===== src/rtl/riscv_pkg.sv =====
// Shared RV32IM pipeline definitions: bubble word, reset PC, fetch FSM encoding,
// IF/ID payload types and the base opcodes used by decode.
package riscv_pkg;

    localparam logic [31:0] RV_NOP_INSTR = 32'h0000_0013;
    localparam logic [31:0] RV_RESET_PC  = 32'h0000_0000;

    typedef enum logic [1:0] {
        S_IDLE,
        S_REQ,
        S_HOLD,
        S_DISCARD
    } fetch_state_e;

    localparam logic [6:0] OPC_LUI    = 7'b0110111;
    localparam logic [6:0] OPC_AUIPC  = 7'b0010111;
    localparam logic [6:0] OPC_JAL    = 7'b1101111;
    localparam logic [6:0] OPC_JALR   = 7'b1100111;
    localparam logic [6:0] OPC_BRANCH = 7'b1100011;
    localparam logic [6:0] OPC_LOAD   = 7'b0000011;
    localparam logic [6:0] OPC_STORE  = 7'b0100011;
    localparam logic [6:0] OPC_OP_IMM = 7'b0010011;
    localparam logic [6:0] OPC_OP     = 7'b0110011;

    typedef struct packed {
        logic [31:0] instr;
        logic [31:0] pc;
        logic [31:0] pc4;
    } fetch_word_t;

    typedef struct packed {
        logic [31:0] instr;
        logic [31:0] pc;
        logic [31:0] pc4;
        logic        valid;
    } if_id_t;

    function automatic logic [31:0] align_pc(input logic [31:0] addr);
        return addr & 32'hFFFF_FFFC;
    endfunction

    function automatic logic is_rv32_opcode(input logic [6:0] opc);
        logic hit;
        hit = 1'b0;
        case (opc)
            OPC_LUI, OPC_AUIPC, OPC_JAL, OPC_JALR, OPC_BRANCH,
            OPC_LOAD, OPC_STORE, OPC_OP_IMM, OPC_OP: hit = 1'b1;
            default: hit = 1'b0;
        endcase
        return hit;
    endfunction

endpackage


===== src/rtl/if_id_pipeline_reg.sv =====
// IF/ID pipeline register: 97-bit {instruction, pc, pc4, valid} with load,
// bubble and hold controls; a bubble keeps the previous pc/pc4.
module if_id_pipeline_reg
    import riscv_pkg::*;
#(
    parameter logic [31:0] NOP_INSTR = RV_NOP_INSTR
) (
    input  logic        clk_i,
    input  logic        rst_ni,
    input  logic        load_i,
    input  logic        bubble_i,
    input  logic [31:0] instr_i,
    input  logic [31:0] pc_i,
    input  logic [31:0] pc4_i,
    output logic [31:0] instr_o,
    output logic [31:0] pc_o,
    output logic [31:0] pc4_o,
    output logic        valid_o
);

    if_id_t if_id_q;
    if_id_t if_id_d;

    // NOTE: every always_comb output gets a default first so no path can infer a latch.
    always_comb begin
        if_id_d = if_id_q;
        if (bubble_i) begin
            if_id_d.instr = NOP_INSTR;
            if_id_d.valid = 1'b0;
        end else if (load_i) begin
            if_id_d = '{instr: instr_i, pc: pc_i, pc4: pc4_i, valid: 1'b1};
        end
    end

    // NOTE: sequential state uses non-blocking assignments so every register samples pre-edge values.
    always_ff @(posedge clk_i or negedge rst_ni) begin
        if (!rst_ni) begin
            if_id_q <= '{instr: NOP_INSTR, pc: 32'h0, pc4: 32'h0, valid: 1'b0};
        end else begin
            if_id_q <= if_id_d;
        end
    end

    assign instr_o = if_id_q.instr;
    assign pc_o    = if_id_q.pc;
    assign pc4_o   = if_id_q.pc4;
    assign valid_o = if_id_q.valid;

endmodule


===== src/rtl/instruction_fetch_unit.sv =====
// IF stage: PC, instruction-memory handshake, stall/redirect handling, IF/ID load.
// Optional IF_PERF_COUNTERS_EN adds fetch_count and bubble_count outputs.
module instruction_fetch_unit
    import riscv_pkg::*;
#(
    parameter logic [31:0] RESET_PC  = RV_RESET_PC,
    parameter logic [31:0] NOP_INSTR = RV_NOP_INSTR
) (
    input  logic        CLK,
    input  logic        RESET,
    output logic        imem_read,
    output logic [31:0] imem_addr,
    input  logic [31:0] imem_readdata,
    input  logic        imem_busywait,
    input  logic        stall,
    input  logic        redirect,
    input  logic [31:0] redirect_target,
    output logic [31:0] if_id_instruction,
    output logic [31:0] if_id_pc,
    output logic [31:0] if_id_pc4,
    output logic        if_id_valid
`ifdef IF_PERF_COUNTERS_EN
    ,
    output logic [31:0] fetch_count,
    output logic [31:0] bubble_count
`endif
);

    fetch_state_e state_q, state_d;
    logic [31:0]  pc_q, pc_d;
    logic [31:0]  pending_pc_q, pending_pc_d;
    fetch_word_t  skid_q, skid_d;

    logic [31:0]  pc_plus4;
    logic [31:0]  target_aligned;
    fetch_word_t  fetched;
    fetch_word_t  load_word;
    logic         ifid_load;
    logic         ifid_bubble;

    assign pc_plus4       = pc_q + 32'd4;
    assign target_aligned = align_pc(redirect_target);
    assign fetched        = '{instr: imem_readdata, pc: pc_q, pc4: pc_plus4};
    assign imem_addr      = pc_q;

    always_comb begin
        state_d      = state_q;
        pc_d         = pc_q;
        pending_pc_d = pending_pc_q;
        skid_d       = skid_q;
        imem_read    = 1'b0;
        ifid_load    = 1'b0;
        ifid_bubble  = 1'b0;
        load_word    = fetched;

        case (state_q)
            S_IDLE: begin
                state_d = S_REQ;
            end

            S_REQ: begin
                imem_read = 1'b1;
                if (redirect && imem_busywait) begin
                    // The read in flight cannot be cancelled; park the target until it drains.
                    pending_pc_d = target_aligned;
                    ifid_bubble  = 1'b1;
                    state_d      = S_DISCARD;
                end else if (redirect) begin
                    pc_d        = target_aligned;
                    ifid_bubble = 1'b1;
                end else if (imem_busywait) begin
                    ifid_bubble = !stall;
                end else if (!stall) begin
                    ifid_load = 1'b1;
                    pc_d      = pc_plus4;
                end else begin
                    skid_d  = fetched;
                    pc_d    = pc_plus4;
                    state_d = S_HOLD;
                end
            end

            S_HOLD: begin
                if (redirect) begin
                    pc_d        = target_aligned;
                    ifid_bubble = 1'b1;
                    state_d     = S_REQ;
                end else if (!stall) begin
                    ifid_load = 1'b1;
                    load_word = skid_q;
                    state_d   = S_REQ;
                end
            end

            S_DISCARD: begin
                imem_read   = 1'b1;
                ifid_bubble = !stall;
                if (redirect) begin
                    pending_pc_d = target_aligned;
                end
                if (!imem_busywait) begin
                    pc_d    = redirect ? target_aligned : pending_pc_q;
                    state_d = S_REQ;
                end
            end

            default: begin
                state_d = S_IDLE;
            end
        endcase
    end

    always_ff @(posedge CLK or negedge RESET) begin
        if (!RESET) begin
            state_q      <= S_IDLE;
            pc_q         <= RESET_PC;
            pending_pc_q <= 32'h0;
            skid_q       <= '0;
        end else begin
            state_q      <= state_d;
            pc_q         <= pc_d;
            pending_pc_q <= pending_pc_d;
            skid_q       <= skid_d;
        end
    end

    if_id_pipeline_reg #(
        .NOP_INSTR (NOP_INSTR)
    ) u_if_id (
        .clk_i    (CLK),
        .rst_ni   (RESET),
        .load_i   (ifid_load),
        .bubble_i (ifid_bubble),
        .instr_i  (load_word.instr),
        .pc_i     (load_word.pc),
        .pc4_i    (load_word.pc4),
        .instr_o  (if_id_instruction),
        .pc_o     (if_id_pc),
        .pc4_o    (if_id_pc4),
        .valid_o  (if_id_valid)
    );

`ifdef IF_PERF_COUNTERS_EN
    logic [31:0] fetch_count_q, fetch_count_d;
    logic [31:0] bubble_count_q, bubble_count_d;

    always_comb begin
        fetch_count_d  = fetch_count_q;
        bubble_count_d = bubble_count_q;
        if (ifid_bubble) begin
            bubble_count_d = bubble_count_q + 32'd1;
        end else if (ifid_load) begin
            fetch_count_d = fetch_count_q + 32'd1;
        end
    end

    always_ff @(posedge CLK or negedge RESET) begin
        if (!RESET) begin
            fetch_count_q  <= 32'h0;
            bubble_count_q <= 32'h0;
        end else begin
            fetch_count_q  <= fetch_count_d;
            bubble_count_q <= bubble_count_d;
        end
    end

    assign fetch_count  = fetch_count_q;
    assign bubble_count = bubble_count_q;
`endif

endmodule


===== config.mk =====
export PLATFORM = sky130hd
export DESIGN_NAME = instruction_fetch_unit
export DESIGN_NICKNAME = d
export VERILOG_FILES = /design/src/rtl/riscv_pkg.sv /design/src/rtl/if_id_pipeline_reg.sv /design/src/rtl/instruction_fetch_unit.sv
export SDC_FILE = /design/constraint.sdc
export NUM_CORES = 1
export LEC_CHECK = 0
export ABC_AREA = 1
export CAP_MARGIN = 40
export CORE_ASPECT_RATIO = 1.5
export CORE_MARGIN = 2
export CORE_UTILIZATION = 55
export CTS_CLUSTER_DIAMETER = 120
export CTS_CLUSTER_SIZE = 8
export DETAILED_ROUTE_END_ITERATION = 7
export PLACE_DENSITY = 0.81
export SYNTH_ARGS = -nofsm -noshare
export SYNTH_HDL_FRONTEND = slang
export SYNTH_HIERARCHICAL = 1
export SYNTH_SLANG_ARGS = --single-unit

===== constraint.sdc =====
create_clock -name CLK -period 2.44 [get_ports CLK]
set_input_delay 0.732 -clock CLK [delete_from_list [all_inputs] [get_ports CLK]]
set_output_delay 0.732 -clock CLK [all_outputs]
set_load 0.01 [all_outputs]

==> results of run 1 <==
-- power groups by stage --
stage / combinational, W / clock, W / sequential, W
3_3_place_gp: 0.0100 / 0 / 0.00755
3_5_place_dp: 0.0103 / 0 / 0.00763
6_report: 0.0105 / 0.00472 / 0.00764
4_1_cts: 0.0104 / 0.00477 / 0.00759
2_1_floorplan: 0.00547 / 0 / 0.00759
5_1_grt: 0.0116 / 0.00495 / 0.00781
-- cell usage after synthesis (7+ instances only) --
cell / count
a21oi_1: 60
a22oi_1: 12
buf_2: 33
buf_4: 10
clkbuf_1: 71
dfrtp_1: 256
inv_1: 145
mux2i_1: 7
nand2_1: 746
nand3_1: 164
nor2_1: 94
nor2_2: 7
o211ai_1: 12
o21ai_0: 268
or2_2: 9
xor2_1: 7
-- per-stage QoR --
stage | TNS, ps | setup slack [ps]
after floorplan | 0 | 106
after global placement | -326 | -27.3
after detailed placement | -760 | -63.7
after CTS | 0 | 15.2
after global routing | 0 | 3.84
final | 0 | 22.1
-- sequential cells by signal (all words and copies together), names as in the netlist --
signal,count
u_if_id/instr_o,32
imem_addr,32
u_if_id/valid_o,1
u_if_id/pc4_o,32
state_q,2
skid_q,96
u_if_id/pc_o,32
pending_pc_q,32
-- metal layers --
metal	up-vias	global-route usage, %
met5	-	0
met4	0	17.9
met3	119	5.04
met2	591	57.2
met1	6473	40.5
li1	6578	-
-- final cells by class --
| cell class | count | area share [%] |
|---|---|---|
| Clock inverter | 2 | 0.0926 |
| Inverter | 151 | 3.24 |
| Multi-Input combinational cell | 1413 | 35.9 |
| Timing Repair Buffer | 266 | 15.8 |
| Clock buffer | 47 | 5.73 |
| Tap cell | 328 | 2.34 |
| Sequential cell | 259 | 37.0 |
-- cell families after synthesis --
family,after synthesis,synth area share (%)
fa+ha+maj,5,0.452
simple gates,1033,30.2
flops,259,46.9
buf+inv,271,7.94
mux,7,0.506
xor+xnor,7,0.443
compound gates,361,13.7
-- how the worst max path moves through the flow --
stage	start	to
global route	imem_addr[27]$_DFFE_PN0P_	imem_addr[27]
CTS	state_q[0]$_DFFE_PN0P_	imem_read
detailed placement	imem_busywait	imem_addr[11]$_DFFE_PN0P_
finish	imem_addr[27]$_DFFE_PN0P_	imem_addr[27]
floorplan	stall	u_if_id/pc4_o[15]$_DFFE_PN0P_
global placement	imem_busywait	imem_addr[14]$_DFFE_PN0P_
-- what timing repair did --
item | in CTS | in global routing
resized for setup | 8 | 2
pin swaps | 0 | 0
hold buffers | 0 | 0
setup endpoints to repair | 4 | 1
==> impl_metrics.json, run 1 <==
{
  "dr.pass1.iters": 6,
  "synth_area_mm2": 0.0138,
  "min_period_ps": 2420,
  "fill_cells": 2020,
  "dr_wl_met2_um": 21500,
  "clock-sinks": 259,
  "switchingPower_w": 0.00954,
  "portBuffers": 196,
  "maxCapViolCount": 0,
  "yosys_warnings": 6,
  "period_share_pct": 99.1,
  "hpwl_um": 30400,
  "vias": 13800,
  "nets": 2203,
  "drcViolationCount": 0,
  "final_area_mm2": 0.0176,
  "setup_violations": 0,
  "dieWidth_um": 134,
  "worst-path-max-fanout": 8,
  "yosysSeqAreaShare_pct": 46.9,
  "path_delay_family": "buffers and inverters",
  "grt_max_degree": 114,
  "multi_input_area_mm2": 0.00630,
  "cts_tree": "built",
  "ios": 199,
  "power_density_mw_per_mm2": 1300,
  "clk_latency_ps": 520,
  "maxSlewViolCount": 0,
  "gr-total-overflow": 0,
  "post-synth-top-area-fraction_pct": 46.3,
  "slowest_delay_ps": 620,
  "worstHoldPathType": "input pin to asynchronous set/reset pin",
  "rows": 71,
  "path_clk_slew_ps": 60,
  "dp_cells": 2417,
  "r2r_slack_ps": 190,
  "worstSetupPathType": "register to output pin",
  "ant_nets": 0,
  "mostFrequentLayoutCell": "nand2_1",
  "rsz0062_at_grt": "false",
  "via_per_inst": 5.58,
  "clkPwrFrac_pct": 20.7,
  "start_kind": "register",
  "tightestPinTransition_ps": 685,
  "hold_ws_ps": 30.4,
  "end_kind": "output pin",
  "drt_iter0_drc": 1078,
  "ir_worst_vdd_v": 0.00118,
  "synth_seq_cells": 259,
  "htree_levels": 2,
  "relSlewSlack_pct": 54.4,
  "crit_path_top_delay_cell": "clkdlybuf4s50_1",
  "grt_pass1_wl_um": 70000,
  "cts_buffer_depth": 3,
  "path_cells": "clkdlybuf4s50_1",
  "crit_buf_inv": 1,
  "cp.depth": 1,
  "synthFlopType": "dfrtp_1",
  "p_leak_nw": 8.59,
  "syn_inst": 1943,
  "reg2reg_from": "imem_addr[2]$_DFFE_PN0P_",
  "seqCellArea_mm2": 0.00649,
  "final_cell_mix": "nand2_1 (745), o21ai_0 (268), dfrtp_1 (252)",
  "yosys.cell_types.count": 33,
  "hold_viol": 0,
  "skew_ps": 11.3,
  "syn_nets": 2017,
  "core_mm2": 0.0249,
  "pwr-share-comb_pct": 45.9,
  "gp_congestion": 1.03,
  "status": "completed",
  "die-height_um": 198,
  "grt_usage_pct": 33.4,
  "synth_edf_count": 0,
  "antenna_found_initial": 0,
  "synthTopCellsByArea": "dfrtp_1 (46%), nand2_1 (20%), o21ai_0 (9.7%)",
  "r2r_end": "u_if_id/pc4_o[22]$_DFFE_PN0P_",
  "cp.arrival_ps": 1690,
  "syn_avg_cell_area_um2": 7.12,
  "grt_pass1_vias": 13500,
  "diodes": 0,
  "fmaxAchievable_mhz": 414,
  "syn2layout_area_growth_pct": 26.9,
  "netSwitchingFraction_pct": 41.8,
  "dieArea_mm2": 0.0265,
  "post_cts_buffers": 0,
  "place_area_mm2": 0.0165,
  "seqPwrFrac_pct": 33.5,
  "routedLengthMet1_um": 16500,
  "root_buffer": "clkbuf_16",
  "yosys.area.top_type": "dfrtp_1",
  "drive_gt1_share_pct": 7.25,
  "total_power_w": 0.0228,
  "numCtsBuffers": 38,
  "ys_async_sr_fraction_pct": 100,
  "utilization_pct": 70.6,
  "final_cells": 2466,
  "routedWlPerCell_um": 17.6,
  "finalWirelength_um": 43400,
  "start_util_pct": 55.6,
  "ff2ff_path_depth": 11,
  "routed.top_layer": "met4",
  "internal_power_w": 0.0133,
  "wl_met3_um": 3010,
  "worst-endpoint-required_ps": 1710
}
Power figures use the tool's default switching activity.
==> run 2, diff against run 1 <==
- CTS_CLUSTER_DIAMETER: 120 -> 200
- clock period: 2.44 -> 2.6 ns (I/O delays scaled with it)
==> impl_metrics.json, run 2 (synthesis results as in run 1) <==
{
  "die-height_um": 198,
  "clkPwrFrac_pct": 20.7,
  "tightestPinTransition_ps": 585,
  "dieArea_mm2": 0.0265,
  "cp.arrival_ps": 1780,
  "routedWlPerCell_um": 17.9,
  "vias": 13800,
  "mostFrequentLayoutCell": "nand2_1",
  "root_buffer": "clkbuf_16",
  "worst-endpoint-required_ps": 1820,
  "gr-total-overflow": 0,
  "seqPwrFrac_pct": 33.9,
  "cts-resized-gates": 2,
  "r2r_slack_ps": 90,
  "largest_reg_flops": 96,
  "fmaxAchievable_mhz": 391,
  "hpwl_um": 30100,
  "crit_path_start": "imem_addr[21]$_DFFE_PN0P_",
  "clock-sinks": 259,
  "ff2ff_path_depth": 9,
  "gp_congestion": 0.948,
  "start_kind": "register",
  "grt_max_degree": 114,
  "dieWidth_um": 134,
  "antenna_found_initial": 0,
  "netSwitchingFraction_pct": 42.1,
  "start_util_pct": 55.6,
  "internal_power_w": 0.0124,
  "ant_nets": 0,
  "path_delay_family": "buffers and inverters",
  "cts_tree": "built",
  "cp.depth": 1,
  "ios": 199,
  "worstSetupPathType": "register to output pin",
  "portBuffers": 196,
  "relSlewSlack_pct": 60.9,
  "top_register": "skid_q",
  "worstHoldPathType": "input pin to asynchronous set/reset pin",
  "grt_pass1_wl_um": 69900,
  "reg2reg_from": "imem_addr[2]$_DFFE_PN0P_",
  "slowest_delay_ps": 640,
  "finalWirelength_um": 43800,
  "r2r_end": "u_if_id/pc4_o[16]$_DFFE_PN0P_",
  "cts_hold_buf": 0,
  "min_period_ps": 2560,
  "end_kind": "output pin",
  "maxCapViolCount": 0,
  "p_leak_nw": 8.50,
  "pwr-share-comb_pct": 45.5,
  "cts_buffer_depth": 3,
  "drcViolationCount": 0,
  "post_cts_buffers": 0,
  "drive_gt1_share_pct": 6.13,
  "drt_iter0_drc": 1087,
  "utilization_pct": 70.1,
  "syn2layout_area_growth_pct": 25.9,
  "htree_levels": 2,
  "clk_latency_ps": 540,
  "core_mm2": 0.0249,
  "switchingPower_w": 0.00900,
  "crit_path_top_delay_cell": "clkdlybuf4s50_1",
  "crit_buf_inv": 1,
  "skew_ps": 21.7,
  "final_cell_mix": "nand2_1 (745), o21ai_0 (268), dfrtp_1 (256)",
  "power_density_mw_per_mm2": 1230,
  "path_cells": "clkdlybuf4s50_1",
  "maxSlewViolCount": 0,
  "setup_violations": 0,
  "period_share_pct": 98.5,
  "ir_worst_vdd_v": 0.00121,
  "crit_end": "imem_addr[21]",
  "grt_usage_pct": 33.4,
  "status": "completed",
  "diodes": 0,
  "hold_viol": 0,
  "rows": 71,
  "path_clk_slew_ps": 50,
  "setup_tns_ps": 0,
  "rsz0062_at_grt": "false",
  "dr.pass1.iters": 6,
  "via_per_inst": 5.63,
  "nets": 2184,
  "numCtsBuffers": 38,
  "worst-path-max-fanout": 7,
  "grt_pass1_vias": 13200
}
==> run 2: cell types whose count changed in the layout (fill, tap and decap cells not counted), moves of 2 or more <==
cell	before	now
buf_12	23	25
buf_4	48	27
dfrtp_1	252	256
dfrtp_2	4	0
inv_1	143	145
inv_2	7	5
==> run 2: worst min path at each step <==
stage	from	end	cells past startpoint
after detailed placement	u_if_id/instr_o[17]$_DFFE_PN0P_	u_if_id/instr_o[17]$_DFFE_PN0P_	2
after global routing	RESET	u_if_id/instr_o[8]$_DFFE_PN0P_	1
after floorplan	skid_q[14]$_DFFE_PN0P_	skid_q[14]$_DFFE_PN0P_	2
after global placement	u_if_id/instr_o[16]$_DFFE_PN0P_	u_if_id/instr_o[16]$_DFFE_PN0P_	2
final	RESET	skid_q[72]$_DFFE_PN0P_	1
after CTS	RESET	skid_q[38]$_DFFE_PN0P_	1
==> run 2: layout make-up <==
type	count	area, um^2
Tap cell	328	410
Clock inverter	4	41.3
Timing Repair Buffer	247	2650
Multi-Input combinational cell	1413	6280
Fill cell	2037	7440
Inverter	151	569
Sequential cell	259	6480
Clock buffer	47	985
==> run 2: worst reg2reg max path, delay by kind of cell, from the launching register on <==
kind,cells,cell delay (ps)
simple gates,6,990
compound gates,2,570
flops,1,510
fa+ha+maj,1,370
==> run 2: metrics by stage <==
step                hold WS [ps]  cell area, um^2  power, W  cells  setup WS, ps
floorplan                    441            13800    0.0123   1943           218
global placement             453            16400    0.0165   2398           125
detailed placement           457            16400    0.0168   2398          58.3
CTS                          181            17400    0.0213   2449          59.3
global route                 200            17400    0.0227   2449          1.84
finish                       173            17400    0.0214   2449          39.7
==> run 2: power groups by stage <==
stage	registers, W	logic [W]	clock network (W)
2_1_floorplan	0.00712	0.00513	0
3_3_place_gp	0.00718	0.00935	0
3_5_place_dp	0.00722	0.00960	0
4_1_cts	0.00719	0.00968	0.00447
5_1_grt	0.00738	0.0107	0.00462
6_report	0.00723	0.00972	0.00441
==> run 2: metal layers <==
layer | vias up | GRT usage (%) | wire length [um]
met4 | 0 | 16.9 | 2320
met5 | - | 0 | 0
met3 | 110 | 4.30 | 2850
met2 | 621 | 57.7 | 21800
li1 | 6540 | - | -
met1 | 6505 | 41.2 | 16900
==> run 3, diff against run 2 <==
- CORE_UTILIZATION: 55 -> 50
- PLACE_DENSITY: 0.81 -> 0.74
==> impl_metrics.json, run 3 (synthesis results as in run 1) <==
{
  "status": "completed",
  "post_cts_buffers": 0,
  "via_per_inst": 5.46,
  "antenna_found_initial": 1,
  "portBuffers": 196,
  "worstHoldPathType": "input pin to asynchronous set/reset pin",
  "syn2layout_area_growth_pct": 26.6,
  "multi_input_area_mm2": 0.00628,
  "dieWidth_um": 140,
  "path_clk_slew_ps": 50,
  "drt_iter0_drc": 859,
  "worst-endpoint-required_ps": 1820,
  "maxCapViolCount": 0,
  "rsz0062_at_grt": "false",
  "htree_levels": 2,
  "min_period_ps": 2550,
  "r2r_end": "u_if_id/pc4_o[22]$_DFFE_PN0P_",
  "setup_tns_ps": 0,
  "dieArea_mm2": 0.0291,
  "crit_end": "imem_addr[8]",
  "rows": 74,
  "period_share_pct": 98.2,
  "numCtsBuffers": 38,
  "fmaxAchievable_mhz": 392,
  "seqCellArea_mm2": 0.00649,
  "top_register": "skid_q",
  "cts_hold_buf": 0,
  "hold_viol": 0,
  "cts_tree": "built",
  "r2r_slack_ps": 280,
  "maxSlewViolCount": 0,
  "root_buffer": "clkbuf_16",
  "reg2reg_from": "imem_addr[2]$_DFFE_PN0P_",
  "grt_max_degree": 114,
  "ant_nets": 0,
  "core_mm2": 0.0272,
  "p_leak_nw": 8.56,
  "start_util_pct": 50.8,
  "fill_cells": 2472,
  "gr-total-overflow": 0,
  "setup_violations": 0,
  "ir_worst_vdd_v": 0.00105,
  "vias": 13600,
  "relSlewSlack_pct": 53.1,
  "mostFrequentLayoutCell": "nand2_1",
  "drive_gt1_share_pct": 6.59,
  "grt_pass1_wl_um": 72800,
  "gp_congestion": 0.927,
  "tightestPinTransition_ps": 703,
  "worstSetupPathType": "register to output pin",
  "cp.arrival_ps": 1770,
  "hpwl_um": 31200,
  "skew_ps": 13.6,
  "ff2ff_path_depth": 11,
  "routedWlPerCell_um": 18.2,
  "dp_cells": 2423,
  "ios": 199,
  "largest_reg_flops": 96,
  "nets": 2195,
  "worst-path-max-fanout": 4,
  "crit_path_start": "imem_addr[8]$_DFFE_PN0P_",
  "finalWirelength_um": 45100,
  "grt_pass1_vias": 13500,
  "clk_latency_ps": 520,
  "power_density_mw_per_mm2": 1220,
  "final_cells": 2481,
  "drcViolationCount": 0,
  "start_kind": "register",
  "final_cell_mix": "nand2_1 (745), o21ai_0 (268), dfrtp_1 (255)",
  "grt_usage_pct": 31.3,
  "dr.pass1.iters": 5,
  "clock-sinks": 259,
  "end_kind": "output pin",
  "cts_buffer_depth": 3,
  "die-height_um": 208
}
==> run 3: final cells by class <==
| type | instances | area share [%] |
|---|---|---|
| Sequential cell | 259 | 37.0 |
| Timing Repair Buffer | 258 | 15.4 |
| Inverter | 151 | 3.25 |
| Antenna cell | 1 | 0.0143 |
| Tap cell | 342 | 2.44 |
| Clock inverter | 2 | 0.0928 |
| Multi-Input combinational cell | 1413 | 35.9 |
| Clock buffer | 55 | 5.91 |
==> run 3: metal layers <==
metal / GRT usage [%] / routed length (um) / vias up
met4: 14.8 / 2220 / 0
met2: 53.6 / 22100 / 472
li1: - / - / 6562
met1: 39.0 / 18200 / 6418
met5: 0 / 0 / -
met3: 4.48 / 2540 / 100
==> run 3: how the worst min path moves through the flow <==
stage | to | depth (start not counted) | start
finish | u_if_id/instr_o[10]$_DFFE_PN0P_ | 1 | RESET
global route | skid_q[74]$_DFFE_PN0P_ | 1 | RESET
CTS | skid_q[74]$_DFFE_PN0P_ | 1 | RESET
detailed placement | u_if_id/pc_o[7]$_DFFE_PN0P_ | 2 | u_if_id/pc_o[7]$_DFFE_PN0P_
global placement | skid_q[17]$_DFFE_PN0P_ | 2 | skid_q[17]$_DFFE_PN0P_
floorplan | skid_q[14]$_DFFE_PN0P_ | 2 | skid_q[14]$_DFFE_PN0P_
==> run 3: what timing repair did <==
item,in CTS,in global routing
setup endpoints to repair,1,1
gates resized for setup,2,1
cloned,0,0
pin swaps,0,0
==> run 3: critical path, cell delays in order, from the launching register on <==
cell,delay [ps]
dfrtp_1,520
buf_4,200
clkdlybuf4s50_1,540
==> run 3: power breakdown <==
part           switching (W)  total [W]  internal [W]
clock network        0.00176    0.00448       0.00272
logic                0.00589    0.00977       0.00388
registers            0.00135    0.00718       0.00583
total                0.00901     0.0214        0.0124
==> run 3: stage by stage <==
step	util (%)	hold WS, ps	cell area [um^2]	worst slack, ps	total power [W]
after floorplan	-	441	13800	218	0.0123
after global placement	60.5	453	16500	119	0.0166
after detailed placement	60.5	458	16500	74.7	0.0168
after CTS	64.4	258	17500	12.9	0.0214
after global routing	64.4	261	17500	29.2	0.0229
final	64.4	229	17500	47.7	0.0214
